## config.mk

```make
export PLATFORM = sky130hd
export DESIGN_NAME = uart_cmd_assembler
export DESIGN_NICKNAME = d
export VERILOG_FILES = /design/src/rtl/uart_pkg.sv /design/src/rtl/uart_cmd_assembler_byte_gap_timer.sv /design/src/rtl/uart_cmd_assembler.sv
export SDC_FILE = /design/constraint.sdc
export NUM_CORES = 1
export LEC_CHECK = 0
export ABC_AREA = 1
export BUFFER_PORTS_ARGS = -buffer_cell sky130_fd_sc_hd__buf_2
export CORE_AREA = 5 5 67 69
export DETAILED_ROUTE_END_ITERATION = 10
export DIE_AREA = 0 0 72 74
export PLACE_DENSITY = 0.81
export SKIP_CTS_REPAIR_TIMING = 1
export SYNTH_ARGS = -nofsm -noshare
export SYNTH_HDL_FRONTEND = slang
export SYNTH_SLANG_ARGS = --single-unit
```

## constraint.sdc

```tcl
create_clock -name clk -period 3 [get_ports clk]
set_clock_uncertainty 0.05 [all_clocks]
set_input_delay 0.15 -clock clk [delete_from_list [all_inputs] [get_ports clk]]
set_output_delay 0.15 -clock clk [all_outputs]
set_load 0.01 [all_outputs]
```

## src/rtl/uart_pkg.sv

```systemverilog
// Shared types and constants for the UART command frame assembler.
package uart_pkg;

  typedef enum logic [1:0] {
    IDLE,
    HIGH,
    LOW
  } asm_state_t;

  localparam int unsigned FRAME_BYTES = 3;

endpackage

```

## src/rtl/uart_cmd_assembler_byte_gap_timer.sv

```systemverilog
// Inter-byte gap counter; flags expiry when a partial frame has waited too long.
module byte_gap_timer #(
  parameter int unsigned TIMEOUT_CYCLES = 131072,
  parameter int unsigned TO_W           = 17
) (
  input  logic clk,
  input  logic rst,
  input  logic clr,
  input  logic en,
  output logic expired
);

  localparam logic [TO_W-1:0] LAST = TO_W'(TIMEOUT_CYCLES - 1);

  logic [TO_W-1:0] cnt;

  assign expired = en && (cnt == LAST);

  // Expiry always coincides with clr from the owner, so the count never wraps.
  always_ff @(posedge clk or posedge rst) begin
    if (rst) begin
      cnt <= '0;
    end else if (clr) begin
      cnt <= '0;
    end else if (en) begin
      cnt <= cnt + TO_W'(1);
    end
  end

endmodule

```

## src/rtl/uart_cmd_assembler.sv

```systemverilog
// Assembles {cmd, data_hi, data_lo} byte frames from the UART receiver into a
// 24-bit command, with a gap timeout that drops stale partial frames.
module uart_cmd_assembler
  import uart_pkg::*;
#(
  parameter int unsigned TIMEOUT_CYCLES = 131072,
  parameter int unsigned TO_W           = 17
) (
  input  logic        clk,
  input  logic        rst,
  input  logic        rx_rdy,
  input  logic [7:0]  rx_data,
  input  logic        clr_cmd_rdy,
  output logic        clr_rx_rdy,
  output logic [7:0]  cmd,
  output logic [15:0] data,
  output logic        cmd_rdy,
  output logic        frame_to
);

  asm_state_t state, state_nxt;
  logic ld_cmd, ld_hi, ld_lo;
  logic in_frame, gap_expired, gap_clr;

  assign in_frame = (state == HIGH) || (state == LOW);
  assign gap_clr  = (state == IDLE) || rx_rdy || gap_expired;

  byte_gap_timer #(
    .TIMEOUT_CYCLES(TIMEOUT_CYCLES),
    .TO_W          (TO_W)
  ) u_gap (
    .clk    (clk),
    .rst    (rst),
    .clr    (gap_clr),
    .en     (in_frame),
    .expired(gap_expired)
  );

  assign clr_rx_rdy = rx_rdy && !frame_to;

  always_ff @(posedge clk or posedge rst) begin
    if (rst) begin
      state <= IDLE;
    end else begin
      state <= state_nxt;
    end
  end

  // An accept in the expiry cycle takes precedence, so frame_to is gated by rx_rdy.
  always_comb begin
    state_nxt = state;
    ld_cmd    = 1'b0;
    ld_hi     = 1'b0;
    ld_lo     = 1'b0;
    frame_to  = 1'b0;
    unique case (state)
      IDLE: begin
        if (rx_rdy) begin
          ld_cmd    = 1'b1;
          state_nxt = HIGH;
        end
      end
      HIGH: begin
        if (rx_rdy) begin
          ld_hi     = 1'b1;
          state_nxt = LOW;
        end else if (gap_expired) begin
          frame_to  = 1'b1;
          state_nxt = IDLE;
        end
      end
      LOW: begin
        if (rx_rdy) begin
          ld_lo     = 1'b1;
          state_nxt = IDLE;
        end else if (gap_expired) begin
          frame_to  = 1'b1;
          state_nxt = IDLE;
        end
      end
      default: state_nxt = IDLE;
    endcase
  end

  always_ff @(posedge clk or posedge rst) begin
    if (rst) begin
      cmd  <= '0;
      data <= '0;
    end else begin
      if (ld_cmd) cmd        <= rx_data;
      if (ld_hi)  data[15:8] <= rx_data;
      if (ld_lo)  data[7:0]  <= rx_data;
    end
  end

  always_ff @(posedge clk or posedge rst) begin
    if (rst) begin
      cmd_rdy <= 1'b0;
    end else if (ld_lo) begin
      cmd_rdy <= 1'b1;
    end else if (ld_cmd) begin
      cmd_rdy <= 1'b0;
    end else if (clr_cmd_rdy) begin
      cmd_rdy <= 1'b0;
    end
  end

endmodule

```

# Yosys cells after proc, flatten, opt, wreduce, memory -nomap -nowiden
# Index checks and enable logic that the tools add are counted.
[totals]
word_cells = 38
mem_count = 0
latchBits = 0
ramBits = 0
register_bits = 44
output_inout_bits = 27
in_bits = 12
mem_bits_ro = 0
[classes]
multipliers = 0
n_reduce_logical = 10
muxes = 17
eq_ne = 4
magnitude_cmp = 0
bitwise = 0
shifts = 0
div_mod_pow = 0
n_addsub = 1
[op_table]
columns = ["op", "n"]
rows = [
  ["17-bit 2-to-1 mux", 2],
  ["17-bit by 1-bit adder with 17-bit output, second input constant", 1],
  ["17-bit == test, second input constant", 1],
  ["1-bit 2-to-1 mux", 10],
  ["2-bit 2-to-1 mux", 4],
  ["2-bit one-hot mux with 3 select lines", 1],
  ["1-bit logical OR", 3],
  ["3-bit nonzero test", 1],
  ["2-bit by 1-bit == test with 1-bit output, second input constant", 1],
  ["2-bit == test, second input constant", 1],
  ["1-bit logical AND", 2],
  ["2-bit zero test", 1],
  ["2-bit != test, second input constant", 1],
  ["2-bit nonzero test", 1],
  ["2-bit OR reduction", 1],
  ["1-bit zero test", 1],
]

# Depth between registers and ports, before layout
# Gate-level depths: netlist of run 1.
[logic_depth]
depth_word = 8
mapped_depth = 13
mapped_depth_nobuf = 12

# Modules after synthesis
# From an unflattened synthesis of run 1, not the netlist that was laid out.
[hier_totals]
cells_unflattened = 264
hier_area_um2 = 2153.3
[modules_own_cells]
columns = ["mod", "instances", "seq_area_each_um2", "area_each_um2", "cells_each"]
rows = [
  ["uart_cmd_assembler", 1, 675.6, 1121.1, 119],
  ["byte_gap_timer", 1, 425.4, 1032.2, 145],
]

# Least setup slack after synthesis of run 1
# OpenSTA, ideal clock, no wires.
[synth_timing]
kind = "reg2reg"
from = "register u_gap.cnt[1]"
to = "register u_gap.cnt[0]"
required_time_ns = 2.827
arrival_ns = 1.675
period_less_slack_ns = 1.849
path_buffers = 1
slack_ns = 1.151
setup_time_ns = 0.123
stages_incl_launch_ff = 14
path_cell_list = "dfrtp_1 > ha_1 > nand2_2 > nor2_4 > nand2_2 > nor2_2 > and3_1 > ha_1 > nand2_1 > nand2_2 > inv_4 > buf_6 > nand3_1 > o21ai_1"
[synth_via]
elab_chain_len = 4
word_cells_on_any_way = 5
cone_classes = "1 x eq/ne; 1 x mux; 3 x reduce/logical"
[synth_lines]
columns = ["item", "line", "rtl"]
rows = [
  ["start: declaration", "uart_cmd_assembler_byte_gap_timer.sv:15", "logic [TO_W-1:0] cnt;"],
  ["start signal: assignment", "uart_cmd_assembler_byte_gap_timer.sv:26", "cnt <= cnt + TO_W'(1);"],
  ["17-bit == test *", "uart_cmd_assembler_byte_gap_timer.sv:17", "assign expired = en && (cnt == LAST);"],
  ["1-bit logical AND *", "uart_cmd_assembler_byte_gap_timer.sv:17", ""],
  ["1-bit logical OR *", "uart_cmd_assembler.sv:26", "assign gap_clr = (state == IDLE) || rx_rdy || gap_expired;"],
  ["17-bit 2-to-1 mux or 2-bit nonzero test (tied branches)", "n/a", ""],
]
# Every way passes the cells marked *; elsewhere a longest branch is shown, timed or not.
# A chain may end at the register's enable or synchronous reset.

# Worst setup path in the final report of run 1
[layout_timing]
from = "register u_gap.cnt[1]"
to = "output frame_to"
[layout_via]
elab_chain_len = 5
[layout_lines]
columns = ["item", "line", "rtl"]
rows = [
  ["17-bit == test", "uart_cmd_assembler_byte_gap_timer.sv:17", ""],
  ["1-bit logical AND", "uart_cmd_assembler_byte_gap_timer.sv:17", ""],
  ["1-bit 2-to-1 mux", "uart_cmd_assembler.sv:67, uart_cmd_assembler.sv:76", ""],
  ["1-bit 2-to-1 mux", "uart_cmd_assembler.sv:64", "if (rx_rdy) begin"],
  ["1-bit 2-to-1 mux", "n/a", ""],
  ["end: declaration", "uart_cmd_assembler.sv:18", "output logic frame_to"],
]
# No other way between the ends.

==> results.yml, run 1 <==
outcome:
  status: "finished, final reports clean"
cts:
  cts_tree: "built"
  cts_buffers: 5
  insertion_delay_ns: 0.30
  cts_sinks: 44
  path_clk_slew_ns: 0.09
  clock_path_buffers: 2
  htreeDepth: 2
  cts.root.buffer_cell: "clkbuf_8"
timing:
  rsz0062_at_grt: "false"
  max_freq_mhz: 466
  timing.final.crit_period_ns: 2.15
  finalCritPeriodShare: 0.716
  maxSlewViolCount: 0
  setup_viol: 0
  finalHoldViolations: 0
  setup_tns_ns: 0
  fin_ws_ns: 0.852
  holdWs_ns: 0.0317
  slew_headroom: 0.661
  tightest_slew_ns: 0.507
finish:
  num-fill-cells: 337
  fin_nets: 300
  synthToLayoutAreaGrowth_pct: 16.0
  n_antenna_cell: 0
  fin_area_sq_um: 2470
  final_common_cell: "nand2_1"
  fin_util: 0.640
  layout_common_cells: "nand2_1 (58), dfrtp_1 (44), buf_2 (38)"
  drive_above_1_share: 0.269
global_routing:
  grt.overflow.total: 0
  grt.total_usage: 0.167
  antenna_found_initial: 0
  grt_max_degree: 27
  first_global_vias: 1584
  grt_pass1_wl_mm: 7.02
synth:
  syn_nets: 259
  avgSynthCellArea_sq_um: 8.84
  synth-edff-count: 0
  yosysSeqAreaShare: 0.517
  synthArstFlopShare: 1.00
  synthCells: 241
  yosys_warnings: 0
  ys_types: 31
  synth-seq-cells: 44
  yosys_most_used_dff: "dfrtp_1"
  synth_area_sq_um: 2130
critical_path:
  crit_arrival_ns: 1.95
  slowest_stage: "dfrtp_1"
  cp_max_fo: 5
  cp-start-kind: "register"
  end_kind: "output port"
  critPathMaxStageDelay_ns: 0.39
  reg2reg_depth: 12
  required_ns: 2.80
  path_class: "reg2out"
  crit_chain: "ha_1 > nand2_2 > nor2_4 > nand2_2 > nor2_2 > and3_1 > ha_1 > nand3_1 > inv_1 > buf_2"
hold_path:
  worstHoldPathType: "in2reg"
  hold_depth: 3
floorplan:
  ios: 39
  die_height_um: 74
  chipWidth_um: 72
  start_util: 0.552
  rows: 23
  die-area_sq_um: 5330
  core_sq_um: 3860
detailed_routing:
  drtIter0Drc: 122
  avgRoutedWirePerCell_um: 12.1
  drt-total-wl_mm: 4.03
  ant_nets: 0
  vias: 1630
  drc_errors: 0
  vias_per_cell: 4.89
  dr.pass1.iters: 4
power:
  power.share.switching: 0.381
  p_seq_frac: 0.416
  p_leak_nw: 1.24
  vdd_drop_max_v: 0.000575
  switching_power_mw: 0.795
  clkPwrFrac: 0.230
  combPwrFrac: 0.354
  power.density_nw_per_um2: 845
  cell_internal_pwr_mw: 1.29
placement:
  dp_hpwl_mm: 2.94
  dp_slack_ns: 1.08
  place_congestion: 0.830
  port_buffers: 38
  dpl_cell_area_sq_um: 2340
job:
  maxCapViolCount: 0
-- cell type report --
class	count	area [sq um]	share of cell area
Clock inverter	3	50.0	0.0203
Clock buffer	5	68.8	0.0279
Inverter	30	115	0.0466
Multi-Input combinational cell	160	857	0.347
Tap cell	50	62.6	0.0253
Sequential cell	44	1100	0.446
Timing Repair Buffer	41	215	0.0871
-- per-stage QoR --
| stage | cells | power [mW] |
|---|---|---|
| after floorplan | 241 | 1.38 |
| after global placement | 324 | 1.59 |
| after detailed placement | 324 | 1.61 |
| after CTS | 332 | 2.10 |
| after global routing | 333 | 2.25 |
| final | 333 | 2.09 |
-- cell usage after synthesis (2+ instances only) --
library cell / number / area (sq um)
nand2_1: 58 / 218
nor2_4: 3 / 33.8
nand3_1: 8 / 40.0
o21ai_0: 29 / 145
dfrtp_1: 44 / 1100
inv_2: 2 / 7.51
a21oi_1: 10 / 50.1
o21ai_1: 2 / 10.0
nor2_1: 16 / 60.1
nand3_2: 2 / 20.0
ha_1: 6 / 75.1
inv_1: 27 / 101
nand2_2: 5 / 31.3
nor2_2: 9 / 56.3
o21ai_2: 2 / 17.5
buf_6: 2 / 22.5
buf_2: 2 / 10.0
-- critical path: cells and delay by family (launching register included) --
kind	cells	cell delay [ns]
fa+ha+maj	2	0.35
simple gates	6	0.72
buf+inv	2	0.18
flops	1	0.39
-- kinds of logic after synthesis --
logic type,Yosys count,share of synthesized area
adder cells (fa/ha/maj),6,0.0353
AND/OR/NAND/NOR,107,0.248
buffers and inverters,37,0.0805
AO/OA/AOI/OAI,47,0.119
flip-flops,44,0.517
-- per-layer routing --
metal | vias up | routed length, um | global-route usage
met2 | 41 | 1800 | 0.262
met3 | 5 | 296 | 0.0568
met1 | 738 | 1900 | 0.223
li1 | 846 | - | -
met4 | 0 | 32 | 0.0438
met5 | - | 0 | 0
-- sequential cells by signal, summed over array words and instances, names as in the netlist --
signal / flops
cmd: 8
cmd_rdy: 1
data: 16
state: 2
u_gap.cnt: 17
-- worst paths after layout --
check / endpoint / slack [ns] / start
setup / recovery: frame_to / 0.85 / u_gap.cnt[1]
hold / removal: cmd_rdy / 0.03 / clr_cmd_rdy
setup reg to reg: u_gap.cnt[11] / 1.04 / u_gap.cnt[1]
hold reg to reg: cmd[3] / 0.43 / cmd[3]
max in group asynchronous: data[5] / 2.24 / rst
min in group asynchronous: u_gap.cnt[15] / 0.38 / rst
-- power by group through the flow --
| stage | Sequential, mW | Clock (mW) | Combinational [mW] |
|---|---|---|---|
| 6_report | 0.868 | 0.480 | 0.738 |
| 3_5_place_dp | 0.871 | 0 | 0.743 |
| 2_1_floorplan | 0.945 | 0 | 0.435 |
| 5_1_grt | 0.894 | 0.519 | 0.835 |
| 4_1_cts | 0.868 | 0.491 | 0.744 |
| 3_3_place_gp | 0.874 | 0 | 0.715 |
(Power assumes the default switching activity.)
==> inputs of run 2 (changes only) <==
--- a/config.mk
+++ b/config.mk
@@ -7,10 +7,10 @@
 export LEC_CHECK = 0
 export ABC_AREA = 1
 export BUFFER_PORTS_ARGS = -buffer_cell sky130_fd_sc_hd__buf_2
-export CORE_AREA = 5 5 67 69
+export CORE_AREA = 5 5 72 74
 export DETAILED_ROUTE_END_ITERATION = 10
-export DIE_AREA = 0 0 72 74
-export PLACE_DENSITY = 0.81
+export DIE_AREA = 0 0 77 79
+export PLACE_DENSITY = 0.73
 export SKIP_CTS_REPAIR_TIMING = 1
 export SYNTH_ARGS = -nofsm -noshare
 export SYNTH_HDL_FRONTEND = slang
==> constraint.sdc (replaced) <==
create_clock -name clk -period 1.8 [get_ports clk]
set_clock_uncertainty 0.05 [all_clocks]
set_input_delay 0.09 -clock clk [delete_from_list [all_inputs] [get_ports clk]]
set_output_delay 0.09 -clock clk [all_outputs]
set_load 0.01 [all_outputs]
==> results.yml, run 2 (synthesis results as in run 1) <==
critical_path:
  crit_family: "simple AND/OR/NAND/NOR gates"
  r2r_setup_slack_ns: -0.13
  end_kind: "output port"
  slowest_stage: "dfrtp_1"
  critPathMaxStageDelay_ns: 0.36
  crit_buf_inv: 2
  reg2reg_depth: 13
  cp_max_fo: 3
  path_class: "reg2out"
  r2r_start: "u_gap.cnt[0]"
  crit_end: "frame_to"
  cp.depth: 10
  crit_start: "u_gap.cnt[0]"
  crit_arrival_ns: 1.83
  crit_chain: "ha_2 > nand2_2 > nor2_4 > nand2_2 > nor2_4 > and3_4 > ha_4 > nand3_2 > inv_1 > buf_2"
  r2r_end: "u_gap.cnt[0]"
  cp-start-kind: "register"
  required_ns: 1.66
cts:
  cts_tree: "built"
  insertion_delay_ns: 0.30
  htreeDepth: 2
  cts_buffers: 5
  path_clk_slew_ns: 0.08
  clock_path_buffers: 2
  cts.root.buffer_cell: "clkbuf_8"
  cts_sinks: 44
floorplan:
  start_util: 0.470
  chipWidth_um: 77
  die_height_um: 79
  core_sq_um: 4540
  ios: 39
  die-area_sq_um: 6080
  rows: 25
detailed_routing:
  ant_nets: 0
  drc_errors: 0
  drtIter0Drc: 60
  vias: 1673
  dr.pass1.iters: 4
  vias_per_cell: 4.85
  avgRoutedWirePerCell_um: 12.5
  drt-total-wl_mm: 4.30
finish:
  synthToLayoutAreaGrowth_pct: 22.8
  largestRegisters: "u_gap.cnt: 17 flops, data: 16 flops, cmd: 8 flops"
  n_antenna_cell: 0
  drive_above_1_share: 0.326
  fin_util: 0.577
  fin_area_sq_um: 2620
  largest_register_ffs: 17
  final_common_cell: "nand2_1"
  num-fill-cells: 408
  layout_common_cells: "nand2_1 (54), dfrtp_1 (44), buf_2 (38)"
  regMostFlops: "u_gap.cnt"
  fin_nets: 308
  instances_no_fill: 345
power:
  power.share.switching: 0.376
  vdd_drop_max_v: 0.000850
  power.density_nw_per_um2: 1360
  total_power_mw: 3.56
  p_seq_frac: 0.407
  cell_internal_pwr_mw: 2.22
  switching_power_mw: 1.34
  p_leak_nw: 1.29
  combPwrFrac: 0.368
  clkPwrFrac: 0.225
placement:
  port_buffers: 38
  dp_slack_ns: -0.0578
  dpl_cell_area_sq_um: 2380
  dp_hpwl_mm: 3.00
  dp_cells: 333
  place_congestion: 0.775
hold_path:
  worstHoldPathType: "in2reg"
global_routing:
  grt_pass1_wl_mm: 7.46
  grt_max_degree: 45
  grt.overflow.total: 0
  grt.total_usage: 0.149
  first_global_vias: 1681
  antenna_found_initial: 0
job:
  maxCapViolCount: 0
timing:
  fin_ws_ns: -0.173
  finalHoldViolations: 0
  setup_viol: 19
  tightest_slew_ns: 0.547
  maxSlewViolCount: 0
  rsz0062_at_grt: "true"
  slew_headroom: 0.635
  timing.final.crit_period_ns: 1.97
  finalCritPeriodShare: 1.10
  max_freq_mhz: 507
outcome:
  violations: "negative setup slack"
  status: "complete, but fails checks"
-- run 2: stage by stage --
step           hold WS [ns]  TNS, ns
6_report             0.0215    -1.56
5_1_grt              0.0337    -3.07
4_1_cts              -0.119   -0.565
3_5_place_dp          0.216   -0.170
3_3_place_gp          0.210  -0.0241
2_1_floorplan         0.203   -0.323
-- run 2: worst min-delay path by stage --
stage	from	endpoint	slack, ns	cells past startpoint
finish	rx_data[1]	data[1]	0.02	3
detailed placement	rst	cmd[0]	0.22	3
global route	rx_data[0]	data[0]	0.03	3
CTS	rst	u_gap.cnt[14]	-0.12	3
global placement	rst	cmd_rdy	0.21	3
floorplan	clr_cmd_rdy	cmd_rdy	0.20	2
-- run 2: power by group through the flow --
| stage | logic (mW) | registers, mW | clock network, mW |
|---|---|---|---|
| 2_1_floorplan | 0.726 | 1.58 | 0 |
| 3_5_place_dp | 1.25 | 1.46 | 0 |
| 6_report | 1.31 | 1.45 | 0.800 |
| 4_1_cts | 1.25 | 1.45 | 0.828 |
| 5_1_grt | 1.47 | 1.49 | 0.876 |
| 3_3_place_gp | 1.22 | 1.45 | 0 |
-- run 2: worst min-delay path: stages --
cell,delay (ns)
buf_2,0.09
inv_1,0.07
o21ai_0,0.08
-- run 2: cell type report --
class / instances / area, sq um / share of cell area
clock buffers: 6 / 82.6 / 0.0316
clock inverters: 2 / 38.8 / 0.0148
inverters: 30 / 120 / 0.0459
multi-input cells: 160 / 927 / 0.355
flip-flops and latches: 44 / 1100 / 0.421
well taps: 54 / 67.6 / 0.0258
repair buffers: 49 / 278 / 0.106
-- run 2: metal layers --
metal	global-route usage	routed length, um	share of wire	up-vias
li1	-	-	-	864
met1	0.187	1920	0.45	766
met2	0.250	2080	0.48	35
met3	0.0408	245	0.057	8
met4	0.0464	60	0.014	0
met5	0	0	0	-
==> inputs of run 3 (changes only) <==
--- a/config.mk
+++ b/config.mk
@@ -6,7 +6,7 @@
 export NUM_CORES = 1
 export LEC_CHECK = 0
 export ABC_AREA = 1
-export BUFFER_PORTS_ARGS = -buffer_cell sky130_fd_sc_hd__buf_2
+export BUFFER_PORTS_ARGS = -buffer_cell sky130_fd_sc_hd__buf_4
 export CORE_AREA = 5 5 72 74
 export DETAILED_ROUTE_END_ITERATION = 10
 export DIE_AREA = 0 0 77 79
==> results.yml, run 3 (synthesis results as in run 1) <==
outcome:
  status: "complete, but fails checks"
  violations: "negative hold slack, negative setup slack"
finish:
  fin_nets: 308
  layout_common_cells: "nand2_1 (55), buf_4 (47), dfrtp_1 (44)"
  synthToLayoutAreaGrowth_pct: 25.7
  fin_util: 0.590
  instances_no_fill: 345
  largestRegisters: "u_gap.cnt: 17 flops, data: 16 flops, cmd: 8 flops"
  largest_register_ffs: 17
  n_antenna_cell: 0
  drive_above_1_share: 0.320
  fin_area_sq_um: 2680
  regMostFlops: "u_gap.cnt"
  final_common_cell: "nand2_1"
timing:
  rsz0062_at_grt: "true"
  slew_headroom: 0.488
  maxSlewViolCount: 0
  setup_viol: 19
  holdWs_ns: -0.00821
  finalCritPeriodShare: 1.07
  fin_ws_ns: -0.124
  tightest_slew_ns: 0.764
  max_freq_mhz: 520
  timing.final.crit_period_ns: 1.92
  finalHoldViolations: 1
detailed_routing:
  vias: 1703
  drt-total-wl_mm: 4.18
  drtIter0Drc: 109
  vias_per_cell: 4.94
  drc_errors: 0
  avgRoutedWirePerCell_um: 12.1
  ant_nets: 0
  dr.pass1.iters: 4
placement:
  dp_hpwl_mm: 3.13
  dpl_cell_area_sq_um: 2480
  place_congestion: 0.794
  port_buffers: 38
  dp_cells: 333
  dp_slack_ns: -0.0505
critical_path:
  crit_family: "simple AND/OR/NAND/NOR gates"
  cp.depth: 10
  r2r_setup_slack_ns: -0.08
  cp-start-kind: "register"
  crit_chain: "ha_2 > nand2_2 > nor2_4 > nand2_2 > nor2_4 > and3_4 > ha_4 > nand3_4 > inv_2 > buf_6"
  reg2reg_depth: 13
  required_ns: 1.66
  slowest_stage: "dfrtp_1"
  cp_max_fo: 3
  critPathMaxStageDelay_ns: 0.36
  path_class: "reg2out"
  crit_buf_inv: 2
  crit_arrival_ns: 1.78
  end_kind: "output port"
global_routing:
  grt_pass1_wl_mm: 7.54
  grt.overflow.total: 0
  antenna_found_initial: 0
  grt.total_usage: 0.150
  grt_max_degree: 24
  first_global_vias: 1663
cts:
  cts_sinks: 44
  cts.root.buffer_cell: "clkbuf_8"
  cts_tree: "built"
  path_clk_slew_ns: 0.08
  insertion_delay_ns: 0.29
  cts_buffers: 5
  htreeDepth: 2
  clock_path_buffers: 2
power:
  power.density_nw_per_um2: 1310
  total_power_mw: 3.51
  p_leak_nw: 1.28
  vdd_drop_max_v: 0.000744
floorplan:
  start_util: 0.470
  die_height_um: 79
  rows: 25
  core_sq_um: 4540
  ios: 39
  chipWidth_um: 77
  die-area_sq_um: 6080
job:
  maxCapViolCount: 0
hold_path:
  hold_depth: 3
  worstHoldPathType: "in2reg"
[run 3: changes by cell type in the layout (fill, tap and decap cells not counted), sizes merged]
cell / change
clkinv: +1
inv: -1
dlygate4sd3: -1
buf: +1
bufinv: -1
clkinvlp: +1
[run 3: per-stage QoR]
step,hold WS (ns),setup TNS (ns)
2_1_floorplan,0.203,-0.323
3_3_place_gp,0.124,-0.0171
3_5_place_dp,0.130,-0.169
4_1_cts,-0.202,-0.608
5_1_grt,0.00589,-3.21
6_report,-0.00821,-1.11
[run 3: report_power, final]
group / leakage (nW) / switching [mW] / internal (mW)
sequential: 0.575 / 0.171 / 1.28
combinational: 0.667 / 0.818 / 0.623
clock: 0.0414 / 0.342 / 0.276
total: 1.28 / 1.33 / 2.18
[run 3: final cells by class]
type / count / area [sq um]
repair buffers: 49 / 374
inverters: 30 / 120
flip-flops and latches: 44 / 1100
well taps: 54 / 67.6
clock inverters: 2 / 16.3
fillers: 400 / 1860
multi-input cells: 160 / 925
clock buffers: 6 / 72.6
[run 3: worst reg2reg max path, delay by kind of cell (launching register included)]
family          cells  cell delay [ns]
flops               1             0.36
buf+inv             2             0.17
simple gates        8             0.80
compound gates      1             0.07
fa+ha+maj           2             0.33
[run 3: metal layers]
metal  up-vias  share of wire  global-route usage
met3         4          0.046              0.0374
met5         -              0                   0
met4         0          0.010              0.0464
li1        861              -                   -
met2        34           0.47               0.244
met1       804           0.47               0.197
[run 3: worst paths after layout]
path | start | endpoint
max | u_gap.cnt[1] | frame_to
min | clr_cmd_rdy | cmd_rdy
max reg2reg | u_gap.cnt[1] | u_gap.cnt[2]
min reg2reg | data[11] | data[11]
max in group asynchronous | rst | u_gap.cnt[13]
min in group asynchronous | rst | data[4]
